===== src/rtl/uart_host_bridge.sv =====
// uart_host_bridge: sits between the controller and a byte-level UART.
// The host pushes bytes into a TX FIFO and pops received bytes from an RX FIFO.
// A small FSM feeds the UART one byte per frame. The baud divisor is only
// updated between frames.
module uart_host_bridge #(
    parameter int          DEPTH        = 16,
    parameter logic [15:0] DEFAULT_BAUD = 16'd5208
) (
    input  logic                   Clock,
    input  logic                   Reset,
    input  logic                   wr_en,
    input  logic [7:0]             wr_data,
    output logic                   tx_full,
    output logic [$clog2(DEPTH):0] tx_level,
    input  logic                   rd_en,
    output logic [7:0]             rd_data,
    output logic                   rd_valid,
    output logic                   rx_empty,
    output logic [$clog2(DEPTH):0] rx_level,
    output logic                   tx_overflow,
    output logic                   rx_overrun,
    input  logic                   clr_flags,
    input  logic                   baud_wr,
    input  logic [15:0]            baud_data,
    output logic                   busy,
    output logic [15:0]            Baudios,
    output logic                   TxInit,
    output logic [7:0]             TxData,
    input  logic                   TxDone,
    input  logic [7:0]             RxData,
    input  logic                   RxAvailable
);

    localparam int AW = $clog2(DEPTH);
    localparam int LW = AW + 1;
    localparam logic [LW-1:0] FULL_LEVEL = LW'(DEPTH);
    localparam logic [LW-1:0] ZERO_LEVEL = {LW{1'b0}};

    typedef enum logic [1:0] {
        TxIdle  = 2'd0,
        TxStart = 2'd1,
        TxWait  = 2'd2
    } txState_t;

    txState_t       txState;

    logic [7:0]     txMem [0:DEPTH-1];
    logic [AW-1:0]  txWrPtr;
    logic [AW-1:0]  txRdPtr;

    logic [7:0]     rxMem [0:DEPTH-1];
    logic [AW-1:0]  rxWrPtr;
    logic [AW-1:0]  rxRdPtr;

    logic           txDoneSync;
    logic           txDonePrev;
    logic           rxAvailSync;
    logic           rxAvailPrev;
    logic [7:0]     rxDataSync;

    logic [15:0]    pendingBaud;
    logic           pendingValid;

    logic           txPush;
    logic           txPop;
    logic           rxPush;
    logic           rxPop;
    logic           txDoneEvent;
    logic           rxEvent;
    logic           overflowEvent;
    logic           overrunEvent;
    logic           baudApply;

    // Status outputs decoded purely from registered state.
    assign tx_full  = (tx_level == FULL_LEVEL);
    assign rx_empty = (rx_level == ZERO_LEVEL);
    assign busy     = (txState != TxIdle) || (tx_level != ZERO_LEVEL);

    // Event detection and FIFO push/pop qualification.
    always_comb begin
        txDoneEvent   = txDoneSync & ~txDonePrev;
        rxEvent       = rxAvailSync & ~rxAvailPrev;
        // Full is judged on the registered level; a same-cycle pop does not free a slot.
        txPush        = wr_en && (tx_level != FULL_LEVEL);
        overflowEvent = wr_en && (tx_level == FULL_LEVEL);
        txPop         = (txState == TxIdle) && (tx_level != ZERO_LEVEL);
        rxPop         = rd_en && (rx_level != ZERO_LEVEL);
        // A simultaneous pop makes room for an incoming byte even when full.
        rxPush        = rxEvent && ((rx_level != FULL_LEVEL) || rxPop);
        overrunEvent  = rxEvent && !rxPush;
        // The divisor only moves when no frame is running or about to start.
        baudApply     = pendingValid && (txState == TxIdle) && !txPop;
    end

    // Register the UART status inputs once, and keep their previous values for edge detection.
    always_ff @(posedge Clock or negedge Reset) begin
        if (!Reset) begin
            txDoneSync  <= 1'b0;
            txDonePrev  <= 1'b0;
            rxAvailSync <= 1'b0;
            rxAvailPrev <= 1'b0;
            rxDataSync  <= 8'h00;
        end else begin
            txDoneSync  <= TxDone;
            txDonePrev  <= txDoneSync;
            rxAvailSync <= RxAvailable;
            rxAvailPrev <= rxAvailSync;
            rxDataSync  <= RxData;
        end
    end

    // TX FIFO storage; the contents are don't-care while the level is zero.
    always_ff @(posedge Clock) begin
        if (txPush) begin
            txMem[txWrPtr] <= wr_data;
        end
    end

    // TX FIFO pointers and occupancy.
    always_ff @(posedge Clock or negedge Reset) begin
        if (!Reset) begin
            txWrPtr  <= {AW{1'b0}};
            txRdPtr  <= {AW{1'b0}};
            tx_level <= ZERO_LEVEL;
        end else begin
            if (txPush) begin
                txWrPtr <= txWrPtr + 1'b1;
            end
            if (txPop) begin
                txRdPtr <= txRdPtr + 1'b1;
            end
            case ({txPush, txPop})
                2'b10:   tx_level <= tx_level + 1'b1;
                2'b01:   tx_level <= tx_level - 1'b1;
                default: tx_level <= tx_level;
            endcase
        end
    end

    // TX FSM: pop a byte into TxData, pulse TxInit for one cycle, then wait for frame completion.
    always_ff @(posedge Clock or negedge Reset) begin
        if (!Reset) begin
            txState <= TxIdle;
            TxInit  <= 1'b0;
            TxData  <= 8'h00;
        end else begin
            case (txState)
                TxIdle: begin
                    if (txPop) begin
                        TxData  <= txMem[txRdPtr];
                        TxInit  <= 1'b1;
                        txState <= TxStart;
                    end else begin
                        TxInit  <= 1'b0;
                    end
                end
                TxStart: begin
                    TxInit  <= 1'b0;
                    txState <= TxWait;
                end
                TxWait: begin
                    TxInit <= 1'b0;
                    if (txDoneEvent) begin
                        txState <= TxIdle;
                    end
                end
                default: begin
                    TxInit  <= 1'b0;
                    txState <= TxIdle;
                end
            endcase
        end
    end

    // RX FIFO storage; a write may target the slot being read when full with a pop.
    always_ff @(posedge Clock) begin
        if (rxPush) begin
            rxMem[rxWrPtr] <= rxDataSync;
        end
    end

    // RX FIFO pointers, occupancy and the registered read port.
    always_ff @(posedge Clock or negedge Reset) begin
        if (!Reset) begin
            rxWrPtr  <= {AW{1'b0}};
            rxRdPtr  <= {AW{1'b0}};
            rx_level <= ZERO_LEVEL;
            rd_data  <= 8'h00;
            rd_valid <= 1'b0;
        end else begin
            rd_valid <= rxPop;
            if (rxPop) begin
                rd_data <= rxMem[rxRdPtr];
                rxRdPtr <= rxRdPtr + 1'b1;
            end
            if (rxPush) begin
                rxWrPtr <= rxWrPtr + 1'b1;
            end
            case ({rxPush, rxPop})
                2'b10:   rx_level <= rx_level + 1'b1;
                2'b01:   rx_level <= rx_level - 1'b1;
                default: rx_level <= rx_level;
            endcase
        end
    end

    // Sticky error flags; a set event in the same cycle beats the clear.
    always_ff @(posedge Clock or negedge Reset) begin
        if (!Reset) begin
            tx_overflow <= 1'b0;
            rx_overrun  <= 1'b0;
        end else begin
            if (overflowEvent) begin
                tx_overflow <= 1'b1;
            end else if (clr_flags) begin
                tx_overflow <= 1'b0;
            end
            if (overrunEvent) begin
                rx_overrun <= 1'b1;
            end else if (clr_flags) begin
                rx_overrun <= 1'b0;
            end
        end
    end

    // Baud divisor: latch requests as pending and apply them only between frames.
    always_ff @(posedge Clock or negedge Reset) begin
        if (!Reset) begin
            Baudios      <= DEFAULT_BAUD;
            pendingBaud  <= 16'h0000;
            pendingValid <= 1'b0;
        end else begin
            if (baudApply) begin
                Baudios <= pendingBaud;
            end
            if (baud_wr) begin
                pendingBaud  <= baud_data;
                pendingValid <= 1'b1;
            end else if (baudApply) begin
                pendingValid <= 1'b0;
            end
        end
    end

endmodule

===== config.mk =====
export PLATFORM = sky130hd
export DESIGN_NAME = uart_host_bridge
export DESIGN_NICKNAME = d
export VERILOG_FILES = /design/src/rtl/uart_host_bridge.sv
export SDC_FILE = /design/constraint.sdc
export NUM_CORES = 1
export LEC_CHECK = 0
export BUFFER_PORTS_ARGS = -buffer_cell sky130_fd_sc_hd__clkbuf_2
export CORE_UTILIZATION = 25
export CTS_BUF_LIST = sky130_fd_sc_hd__clkbuf_8
export CTS_CLUSTER_SIZE = 25
export DETAILED_ROUTE_END_ITERATION = 10
export HOLD_SLACK_MARGIN = 0.12
export PLACE_DENSITY = 0.52
export SYNTH_ARGS = -nofsm -noshare
export SYNTH_HDL_FRONTEND = slang
export SYNTH_SLANG_ARGS = --single-unit
export TNS_END_PERCENT = 5

===== constraint.sdc =====
create_clock -name Clock -period 3.2 [get_ports Clock]
set_input_delay 0.32 -clock Clock [delete_from_list [all_inputs] [get_ports Clock]]
set_output_delay 0.32 -clock Clock [all_outputs]
set_load 0.05 [all_outputs]

==> summary.txt, run 1 <==
Outcome
  • Status: completed

Yosys
  • Distinct cells, synth: 55
  • Avg Inst Size Synth: 19.0 um^2
  • Synth top area cells: edfxtp_1 (56%), dfrtp_1 (16%), mux4_2 (10%)
  • EDFF count, synth: roughly 260
  • Share of the synthesized area in the top cell type: a little under three fifths
  • Post-Syn Instances: around 720
  • Fraction of registers with async set/reset: a little over a quarter
  • Yosys warnings: 0
  • Dominant synthesized flop cell: edfxtp_1
  • Sequential share of the synthesized area: 72.9%
  • #FFs+latches synth: approximately 350
  • Synthesized area: 13700 um^2
  • Area leader, netlist: edfxtp_1
  • Syn Nets: roughly 800

Cells and area
  • Layout cell share with drive strength beyond 1: 34.5%
  • Area Overhead vs Synth: 21.0%
  • N_diodes: 0
  • FILL cells: about 5300
  • Register Area: 10000 um^2
  • Nets: between 900 and 1000
  • Multi-input gate area: 3510 um^2

Power and ir drop
  • Total power: roughly 15 mW
  • Sequential share of power: a little over two fifths
  • Logic pwr share: around 32%
  • Psw: between 5 and 6 mW
  • VDD IR-drop max: approximately 0.00070 V
  • Lkg Pwr: between 6 and 7 nW
  • Internal Power: ~9.7 mW
  • PwrDens: 899 nW/um^2
  • Sw Ratio: 35.3%
  • Clock power share: between 20% and 30%

STA
  • Clk_skew: roughly 0.037 ns
  • RSZ-0062 raised after global routing: false
  • Hold Vio Cnt, Final: 0
  • Final slew viol count: 0
  • Tcrit/Tclk final: 93.9%
  • Worst relative slew slack: around two fifths
  • Hold WS: 0.178 ns
  • Minimum clock period: roughly 3.0 ns
  • Final Worst Setup Slack: about 0.2 ns
  • Final setup violation count: 0
  • Max frequency: 333 MHz
  • Least-Margin Pin Slew: roughly 0.9 ns

Critical path
  • CP Capture Type: flop
  • Data required time of the critical path: between 3 and 4 ns
  • Crit path DAT: about 3.5 ns
  • Worst r2r path cells: 8
  • Critical path class: flop to flop
  • CP startpoint kind: flop
  • Reg2reg end: rx_level[4]
  • Crit Path Max Fanout: 7
  • Source of the worst register-to-register timing path: rx_level[0]
  • R2R setup slack: around 0.20 ns

Clock tree
  • Longest Clk Path Bufs: 3
  • Clock transition at path regs: around 0.07 ns
  • Clock sinks: ~350
  • Clock root cell: clkbuf_8
  • TritonCTS buffer count: 56
  • Clk_lat worst skew: 0.64 ns
  • Clock H-tree levels: 2
  • CTS tree: yes

GRT
  • First-pass GRT wire length: around 46 mm
  • Vias in the first global route: approximately 7400
  • Largest net degree at the start of global routing: 50
  • GR Util All Layers: 11.0%
  • Total global routing overflow: 0
  • Initial antenna violation count: 0

Floorplanning
  • Starting Density: 25.4%
  • Die width: about 240 um
  • Rows: 85
  • Chip Height: 237 um
  • Core footprint: between 50000 and 60000 um^2
  • I/O Pins: 89
  • Total die area: between 50000 and 60000 um^2

Worst hold path
  • HP Start: wr_data[2]
  • Worst Hold End: txMem[13][2]
  • Hold Crit Class: primary input to flop
  • Hold path cells: 1

Placed design
  • Final GP Congestion: 0.715
  • Dpl ws: 0.149 ns
  • Hpwl dp: 19.0 mm
  • Port Buf Inserts: around 90

Drt
  • Routed vias: 6979
  • Vias/cell: 4.26
  • WL final: about 30 mm
  • Initial DRC count: approximately 480
  • Detail Route Antenna Nets: 0
  • DRC viols: 0
  • TritonRoute pass-1 iters: 4
  • WL/cell: ~19 um

Job
  • Max-Cap Viols: 0
worst max-delay path by stage:
stage | startpoint | to | slack [ns] | cells past startpoint
floorplan | rx_level[1] | rx_level[4] | -0.02 | 9
global placement | rx_level[0] | rx_level[4] | 0.17 | 8
detailed placement | rx_level[0] | rx_level[4] | 0.15 | 8
CTS | rx_level[0] | rx_level[4] | 0.13 | 8
global route | rx_level[0] | rx_level[4] | 0.008 | 8
finish | rx_level[0] | rx_level[4] | 0.20 | 8
critical path, stage by stage (launching register included):
cell and delay [ns]:
dfrtp_2 0.40, or4_4 0.60, o211ai_1 0.35, inv_2 0.11, fa_1 0.42, a21o_1 0.19
a21o_1 0.19, o211a_1 0.12, or4_1 0.50
power by group through the flow:
stage               clock network, mW  registers (mW)  logic [mW]
global route                     4.24            6.34        5.20
finish                           3.91            6.23        4.82
global placement                    0            6.30        4.83
CTS                              4.06            6.24        4.92
detailed placement                  0            6.33        4.85
floorplan                           0            6.83        2.89
synthesized netlist by cell type (7+ instances only):
| cell type | number |
|---|---|
| mux2i_1 | 8 |
| nand2_1 | 15 |
| clkbuf_1 | 22 |
| inv_1 | 11 |
| nor2_1 | 17 |
| mux2_2 | 36 |
| nor2b_1 | 10 |
| edfxtp_1 | 256 |
| ha_1 | 17 |
| xnor2_1 | 13 |
| mux4_2 | 64 |
| buf_2 | 10 |
| a22o_1 | 9 |
| a21oi_1 | 22 |
| o22ai_1 | 16 |
| a211o_1 | 8 |
| xor2_1 | 7 |
| mux2_1 | 10 |
| dfrtp_1 | 88 |
state kept, by name (all words and copies together) (netlist names), 2 cells and up:
register / cells
Baudios: 16
TxData: 8
pendingBaud: 16
rd_data: 8
rxDataSync: 8
rxMem: 128
rxRdPtr: 4
rxWrPtr: 4
rx_level: 5
txMem: 128
txRdPtr: 4
txState: 2
txWrPtr: 4
tx_level: 5
kinds of logic after synthesis:
group / synth area share, %
adders and majority gates: 1.69
AOI/OAI and AO/OA: 3.94
muxes: 14.8
and+or+nand+nor: 3.60
buffers and inverters: 1.77
DFF: 72.9
xor gates and xnor gates: 1.27
layout make-up:
class	count	share of cell area (%)
tap	696	5.24
timing repair buffer	154	6.17
inverter	12	0.271
multi-input combinational	321	21.1
clock buffer	59	4.88
sequential	349	60.3
clock inverter	47	2.07
cells in the final DEF (no fill, tap or decap), drive strengths merged, types with 3 or more instances in the layout:
cell type    Yosys  layout
ha              17      17
nor3b            5       5
nor2            18      18
a211o            8       8
mux4            64      64
bufinv           0       5
nand2           15      15
mux2            46      46
o21ai            8       8
nor3             5       5
nand4            4       4
clkinv           0      18
edfxtp         256     256
and4             4       4
o22ai           16      16
dfrtp           88      88
xor2             7       7
a21oi           22      22
a22o             9       9
dlygate4sd3      0      30
buf             19      37
nand2b           6       6
or4              3       3
xnor2           13      13
nor4b            4       4
and2             6       6
inv             12      34
mux2i            8       8
dfstp            5       5
clkbuf          23     146
a21o             4       4
nor2b           10      10
routing by layer:
metal / share of wire (%) / GRT usage [%] / up-vias / routed length [um]
met5: 0 / 0 / - / 0
met4: 1.7 / 3.25 / 0 / 503
met3: 5.2 / 2.55 / 47 / 1570
met2: 48 / 17.4 / 142 / 14500
met1: 45 / 14.9 / 3574 / 13800
li1: - / - / 3216 / -
stage by stage:
stage               instance area, um^2  util [%]  cells  setup TNS [ns]
finish                            16600      30.8   1638               0
global route                      16600      30.8   1638               0
CTS                               16600      30.8   1636               0
detailed placement                15200      28.1   1500               0
global placement                  15200      28.1   1500               0
floorplan                         13800         -    724         -0.0220
timing repair:
action,in CTS,in global routing
gates resized for setup,0,1
setup endpoints to repair,0,1
hold endpoints to repair,72,0
setup buffers,0,2
hold buffers,30,0
Note: power is estimated with default switching activity, not from simulation.
==> inputs of run 2 (changes only) <==
--- a/config.mk
+++ b/config.mk
@@ -11,7 +11,7 @@
 export CTS_CLUSTER_SIZE = 25
 export DETAILED_ROUTE_END_ITERATION = 10
 export HOLD_SLACK_MARGIN = 0.12
-export PLACE_DENSITY = 0.52
+export PLACE_DENSITY = 0.51
 export SYNTH_ARGS = -nofsm -noshare
 export SYNTH_HDL_FRONTEND = slang
 export SYNTH_SLANG_ARGS = --single-unit
==> constraint.sdc (replaced) <==
create_clock -name Clock -period 3.1 [get_ports Clock]
set_input_delay 0.31 -clock Clock [delete_from_list [all_inputs] [get_ports Clock]]
set_output_delay 0.31 -clock Clock [all_outputs]
set_load 0.05 [all_outputs]
==> run 2 against run 1 <==
  * Count of clock-buffer cells in the layout up 4
  * Largest cell class unchanged
  * Register-to-register slack better by 0.05 ns
  * Final cell count increased by 0.12%
  * Highest routed layer unchanged
  * Routed wire length is 0.89% lower
  * Fmax grew 5.4%
  * Clock power rose by 1%
  * Critical path type unchanged
  * Core utilization hardly changed
  * Critical endpoint unchanged
  * Total power is 2.7% higher
  * Clock skew shrank 0.013 ns
==> summary.txt, run 2 (synthesized netlist as in run 1, its figures left out) <==
GRT
  • Total global routing overflow: 0
  • First-pass GRT wire length: 45.7 mm
  • Vias in the first global route: 7440
  • GR Util All Layers: 10.9%
  • Largest net degree at the start of global routing: 53
  • Initial antenna violation count: 1

Floorplanning
  • Total die area: 55900 um^2
  • Rows: 85
  • Die width: approximately 240 um
  • Starting Density: about a quarter
  • Core footprint: approximately 54000 um^2
  • I/O Pins: 89
  • Chip Height: between 200 and 250 um

Job
  • Max-Cap Viols: 0

Outcome
  • Status: completed

Clock tree
  • Clock root cell: clkbuf_8
  • Clock H-tree levels: 2
  • Clock sinks: around 350
  • Clk_lat worst skew: a little over 0.6 ns
  • Longest Clk Path Bufs: 3
  • Clock transition at path regs: ~0.060 ns
  • Post-CTS sizing: 0
  • TritonCTS buffer count: a little under 60
  • CTS tree: yes

Drt
  • Uppermost layer routed: met4
  • Detail Route Antenna Nets: 0
  • Met2 wire len: about 14 mm
  • DRC viols: 0
  • Vias/cell: 4.29
  • Wire length on met1: about 14 mm
  • Metal3 WL: roughly 1.5 mm
  • TritonRoute pass-1 iters: 4
  • WL/cell: 18.4 um
  • WL final: between 30 and 40 mm
  • Initial DRC count: between 300 and 400
  • Routed vias: roughly 7000

STA
  • Final setup violation count: 0
  • Hold Vio Cnt, Final: 0
  • Clk_skew: 0.0244 ns
  • Setup TNS: 0 ns
  • Least-Margin Pin Slew: approximately 0.84 ns
  • Tcrit/Tclk final: about nine tenths
  • Final slew viol count: 0
  • Final Worst Setup Slack: 0.251 ns
  • Max frequency: around 350 MHz
  • Minimum clock period: 2.85 ns
  • Worst relative slew slack: 44.0%
  • RSZ-0062 raised after global routing: false

Critical path
  • Critical path class: flop to flop
  • CP startpoint kind: flop
  • Data required time of the critical path: between 3 and 4 ns
  • Worst r2r path cells: 8
  • Crit Path Max Fanout: 5
  • CP Capture Type: flop
  • Crit path DAT: ~3.4 ns

Cells and area
  • Register Area: 10000 um^2
  • Area Overhead vs Synth: 21.2%
  • N_diodes: 0
  • Most common cell after layout, fill and taps aside: edfxtp_1
  • Multi-input gate area: roughly 3500 um^2
  • Nets: ~960
  • Commonest non-fill, non-tap cells in the layout: edfxtp_1 (256), clkbuf_2 (87), dfrtp_1 (81), mux4_2 (64), clkbuf_8 (63)
  • Top flop regs: rxMem x128, txMem x128
  • Layout cell share with drive strength beyond 1: roughly a third
  • Utilization after layout: slightly above 30%
  • FILL cells: between 5000 and 6000

Worst hold path
  • Hold Crit Class: primary input to flop
  • Hold path cells: 1

Placed design
  • Dpl ws: between 0.2 and 0.3 ns
  • Port Buf Inserts: between 80 and 90
  • Hpwl dp: roughly 19 mm
  • Final GP Congestion: 0.745

Power and ir drop
  • VDD IR-drop max: ~0.00057 V
  • PwrDens: 922 nW/um^2
  • Total power: around 15 mW
  • Lkg Pwr: between 6 and 7 nW
run 2: final timing paths:
check,endpoint,slack [ns],from
max,rx_level[4],0.25,rx_level[0]
min,txMem[5][7],0.18,wr_data[7]
max reg2reg,rx_level[4],0.25,rx_level[0]
min reg2reg,txDonePrev,0.38,txDoneSync
max in group asynchronous,Baudios[3],2.03,Reset
min in group asynchronous,rxRdPtr[3],0.22,Reset
run 2: what timing repair did:
action / in CTS / in global routing
endpoints found under the hold margin: 70 / 0
hold buffers: 30 / 0
buffers inserted: 0 / 0
run 2: per-layer routing:
layer  vias to the layer above  GRT usage, %
li1                       3221             -
met1                      3589          15.1
met2                       161          16.7
met3                        65          2.32
met4                         0          4.31
met5                         -             0
run 2: layout make-up:
class / instances / area share (%)
inverter: 12 / 0.270
timing repair buffer: 155 / 6.35
multi-input combinational: 321 / 21.1
sequential: 349 / 60.2
clock buffer: 63 / 5.21
tap: 696 / 5.23
clock inverter: 44 / 1.62
run 2: worst max-delay path: stages, from the launching register on:
cell      delay [ns]
dfrtp_2         0.45
or4_4           0.55
o211ai_1        0.22
inv_1           0.14
fa_2            0.37
a21o_1          0.19
a21o_1          0.19
o211a_1         0.12
or4_1           0.50
run 2: through the flow:
stage / hold WS (ns) / std cells / area, um^2
2_1_floorplan: 0.0144 / 724 / 13800
6_report: 0.184 / 1640 / 16700
3_3_place_gp: 0.375 / 1503 / 15200
5_1_grt: 0.160 / 1640 / 16700
4_1_cts: 0.124 / 1640 / 16700
3_5_place_dp: 0.370 / 1503 / 15200
run 2: report_power, final:
part	internal, mW	switching (mW)	leakage (nW)
clock network	2.13	1.83	0.669
logic	2.05	2.83	1.98
registers	5.74	0.771	3.40
==> inputs of run 3 (changes only) <==
--- a/config.mk
+++ b/config.mk
@@ -5,6 +5,7 @@
 export SDC_FILE = /design/constraint.sdc
 export NUM_CORES = 1
 export LEC_CHECK = 0
+export ABC_AREA = 1
 export BUFFER_PORTS_ARGS = -buffer_cell sky130_fd_sc_hd__clkbuf_2
 export CORE_UTILIZATION = 25
 export CTS_BUF_LIST = sky130_fd_sc_hd__clkbuf_8
==> run 3 against run 2 <==
  * The flow now finishes with violations (design-rule violations)
  * Final cell count increased by 49%
  * Sequential cell count stayed put
  * Final area is 7.0% higher
  * Clock skew grew 0.0064 ns
  * Total power grew 5.2%
  * Synthesized cell count is 100% higher
  * Critical path depth rose by 8
  * Count of clock-buffer cells in the layout grew 5
  * Synthesized area up 9.9%
  * Fmax increased by 10%
  * Hold slack better by 0.025 ns
  * Sequential share of layout area fell by 4.0 points
==> summary.txt, run 3 <==
Yosys
  • EDFF count, synth: roughly 260
  • Post-synthesis mux area share: less than 1%
  • Sequential share of the synthesized area: 66.3%
  • Fraction of registers with async set/reset: around a quarter
  • Distinct cells, synth: 34
  • #FFs+latches synth: approximately 350
  • Compound-Gate Fraction of Synth Area: 1.83%
  • Area share of xor/xnor cells in the synthesized design: 1.16%
  • Share of the synthesized area in the top cell type: roughly half
  • Top-count cell post-synth: nand2_1
  • Combinational family with the most area after synthesis: simple AND/OR/NAND/NOR gates
  • Area leader, netlist: edfxtp_1
  • Adder-cell area share of the yosys netlist: between 1.5 and 2%
  • Post-Syn Instances: 1477
  • Avg Inst Size Synth: 10.2 um^2
  • Post-synth top cells: nand2_1 (463), edfxtp_1 (256), inv_1 (247)
  • Post-Synth Simple-Gate Area: about a fifth
  • Syn Nets: approximately 1500
  • Synthesized area: approximately 15000 um^2
  • Yosys warnings: 0
  • Dominant synthesized flop cell: edfxtp_1
  • Synth top area cells: edfxtp_1 (51%), dfrtp_1 (15%), nand2_1 (12%)

STA
  • Tcrit/Tclk final: between 80% and 90%
  • RSZ-0062 raised after global routing: false
  • Clk_skew: 0.0308 ns
  • Max frequency: about 390 MHz
  • Setup TNS: 0 ns
  • Final setup violation count: 0
  • Worst relative slew slack: between 20% and 30%
  • Least-Margin Pin Slew: 1.20 ns
  • Hold WS: approximately 0.21 ns
  • Minimum clock period: between 2 and 3 ns
  • Final slew viol count: 0
  • Hold Vio Cnt, Final: 0

Worst hold path
  • Hold Crit Class: primary input to flop

Job
  • Max-Cap Viols: 0

Drt
  • Vias/cell: roughly 4.2
  • WL/cell: between 15 and 20 um
  • Detail Route Antenna Nets: 0
  • Routed vias: 10200
  • DRC viols: 1
  • WL final: ~37 mm
  • TritonRoute pass-1 iters: 8
  • Initial DRC count: about 850

GRT
  • Largest net degree at the start of global routing: 67
  • GR Util All Layers: between 10% and 20%
  • Initial antenna violation count: 2
  • Vias in the first global route: 10100
  • Total global routing overflow: 0
  • First-pass GRT wire length: about 57 mm

Cells and area
  • Most common cell after layout, fill and taps aside: nand2_1
  • FILL cells: 6134
  • Area Overhead vs Synth: 18.0%
  • Nets: between 1500 and 2000
  • N_diodes: 0
  • Commonest non-fill, non-tap cells in the layout: nand2_1 (463), inv_1 (278), edfxtp_1 (256), nand3_1 (205), clkbuf_2 (87)
  • Top flop regs: rxMem x128, txMem x128
  • Layout cell share with drive strength beyond 1: between 10% and 20%
  • Final instance area: about 18000 um^2

Placed design
  • Hpwl dp: 23.0 mm
  • Port Buf Inserts: 88
  • DP Area: between 15000 and 20000 um^2
  • Final GP Congestion: 0.828

Critical path
  • CP startpoint kind: flop
  • CP Buf/Inv Count: 4
  • Top Family by Delay on Critical Path: simple AND/OR/NAND/NOR gates
  • Worst path max stage delay: ~0.42 ns
  • Crit path DAT: between 3 and 4 ns
  • Data required time of the critical path: 3.63 ns
  • Crit Path Max Fanout: 16
  • CP Capture Type: flop
  • CP dominant cell by count: nand2_1
  • Critical path class: flop to flop
  • CP max-delay cell: dfrtp_1
  • Crit-path cells: inv_1, nand3_1, inv_2, nand2_1, nand2_2, inv_2, ha_1, xor2_1, ha_1, inv_1, nand2_1, nand3_1, nand2_1, xor2_1, nand2_1, nand2_1

Power and ir drop
  • PwrDens: 907 nW/um^2
  • VDD IR-drop max: roughly 0.00068 V
  • Lkg Pwr: about 8.0 nW

Clock tree
  • Longest Clk Path Bufs: 3
  • Clk_lat worst skew: roughly 0.62 ns
  • Clock sinks: between 300 and 400
  • TritonCTS buffer count: 56
  • Clock H-tree levels: 2
  • Clock root cell: clkbuf_8
  • CTS tree: yes
  • Clock transition at path regs: 0.06 ns

Outcome
  • Status: finished with violations
  • Failing checks: design-rule violations

Floorplanning
  • Chip Height: about 250 um
  • Rows: 89
  • Starting Density: between 20% and 30%
  • Core footprint: around 59000 um^2
  • Total die area: ~61000 um^2
  • Die width: roughly 250 um
  • I/O Pins: just under 90
==> run 3: changes by cell type after synthesis, moves of 15 or more <==
cell / delta
a21oi_1: -18
inv_1: +236
nand2_1: +448
nor3_1: +23
mux4_2: -64
clkbuf_1: -15
mux2_2: -35
o21ai_0: +18
nand3_1: +205
o22ai_1: -16
o21ai_1: +16
buf_2: +23
==> run 3: cell type report <==
type	instances	area (um^2)	share of cell area, %
flip-flops and latches	349	10000	56.3
well taps	773	967	5.43
inverters	256	961	5.39
clock buffers	68	936	5.25
clock inverters	38	179	1.00
multi-input cells	809	3740	21.0
repair buffers	150	1010	5.66
==> run 3: repair_timing <==
action	in CTS	in global routing
hold buffers	30	0
buffers inserted	0	0
resized for setup	0	0
endpoints found under the hold margin	68	0
==> run 3: final timing paths <==
path	from	slack [ns]	to	depth (start not counted)
worst min-delay path	wr_data[0]	0.21	txMem[12][0]	1
worst max register to register	tx_level[0]	0.51	tx_level[4]	16
worst min register to register	rxAvailSync	0.37	rxAvailPrev	0
max in group asynchronous	Reset	2.05	Baudios[10]	3
min in group asynchronous	Reset	0.26	rd_data[7]	2
worst max-delay path	tx_level[0]	0.51	tx_level[4]	16
==> run 3: cell families (layout without fill, tap and decap cells) <==
kind of cell / Yosys count / count (layout)
DFF: 349 / 349
buffers and inverters: 319 / 512
adders and majority gates: 18 / 18
and+or+nand+nor: 719 / 719
xor gates and xnor gates: 20 / 20
AOI/OAI and AO/OA: 51 / 51
muxes: 1 / 1
==> run 3: through the flow <==
step / utilization (%) / setup slack, ns / instances / total power, mW
2_1_floorplan: - / 0.617 / 1477 / 10.7
3_5_place_dp: 27.6 / 0.554 / 2307 / 12.4
4_1_cts: 30.0 / 0.516 / 2443 / 16.4
5_1_grt: 30.0 / 0.275 / 2443 / 17.3
3_3_place_gp: 27.6 / 0.566 / 2307 / 12.3
6_report: 30.0 / 0.513 / 2443 / 16.2
==> run 3: routing by layer <==
layer	vias up	track usage, %	routed length (um)
met2	204	19.8	17800
met5	-	0	0
li1	5038	-	-
met3	64	2.57	1740
met4	0	3.12	654
met1	4869	15.8	16600
==> run 3: power by group <==
group | switching, mW | leakage [nW] | internal (mW)
Sequential | 0.421 | 3.43 | 5.74
Combinational | 4.46 | 3.90 | 1.65
Clock | 1.84 | 0.679 | 2.06
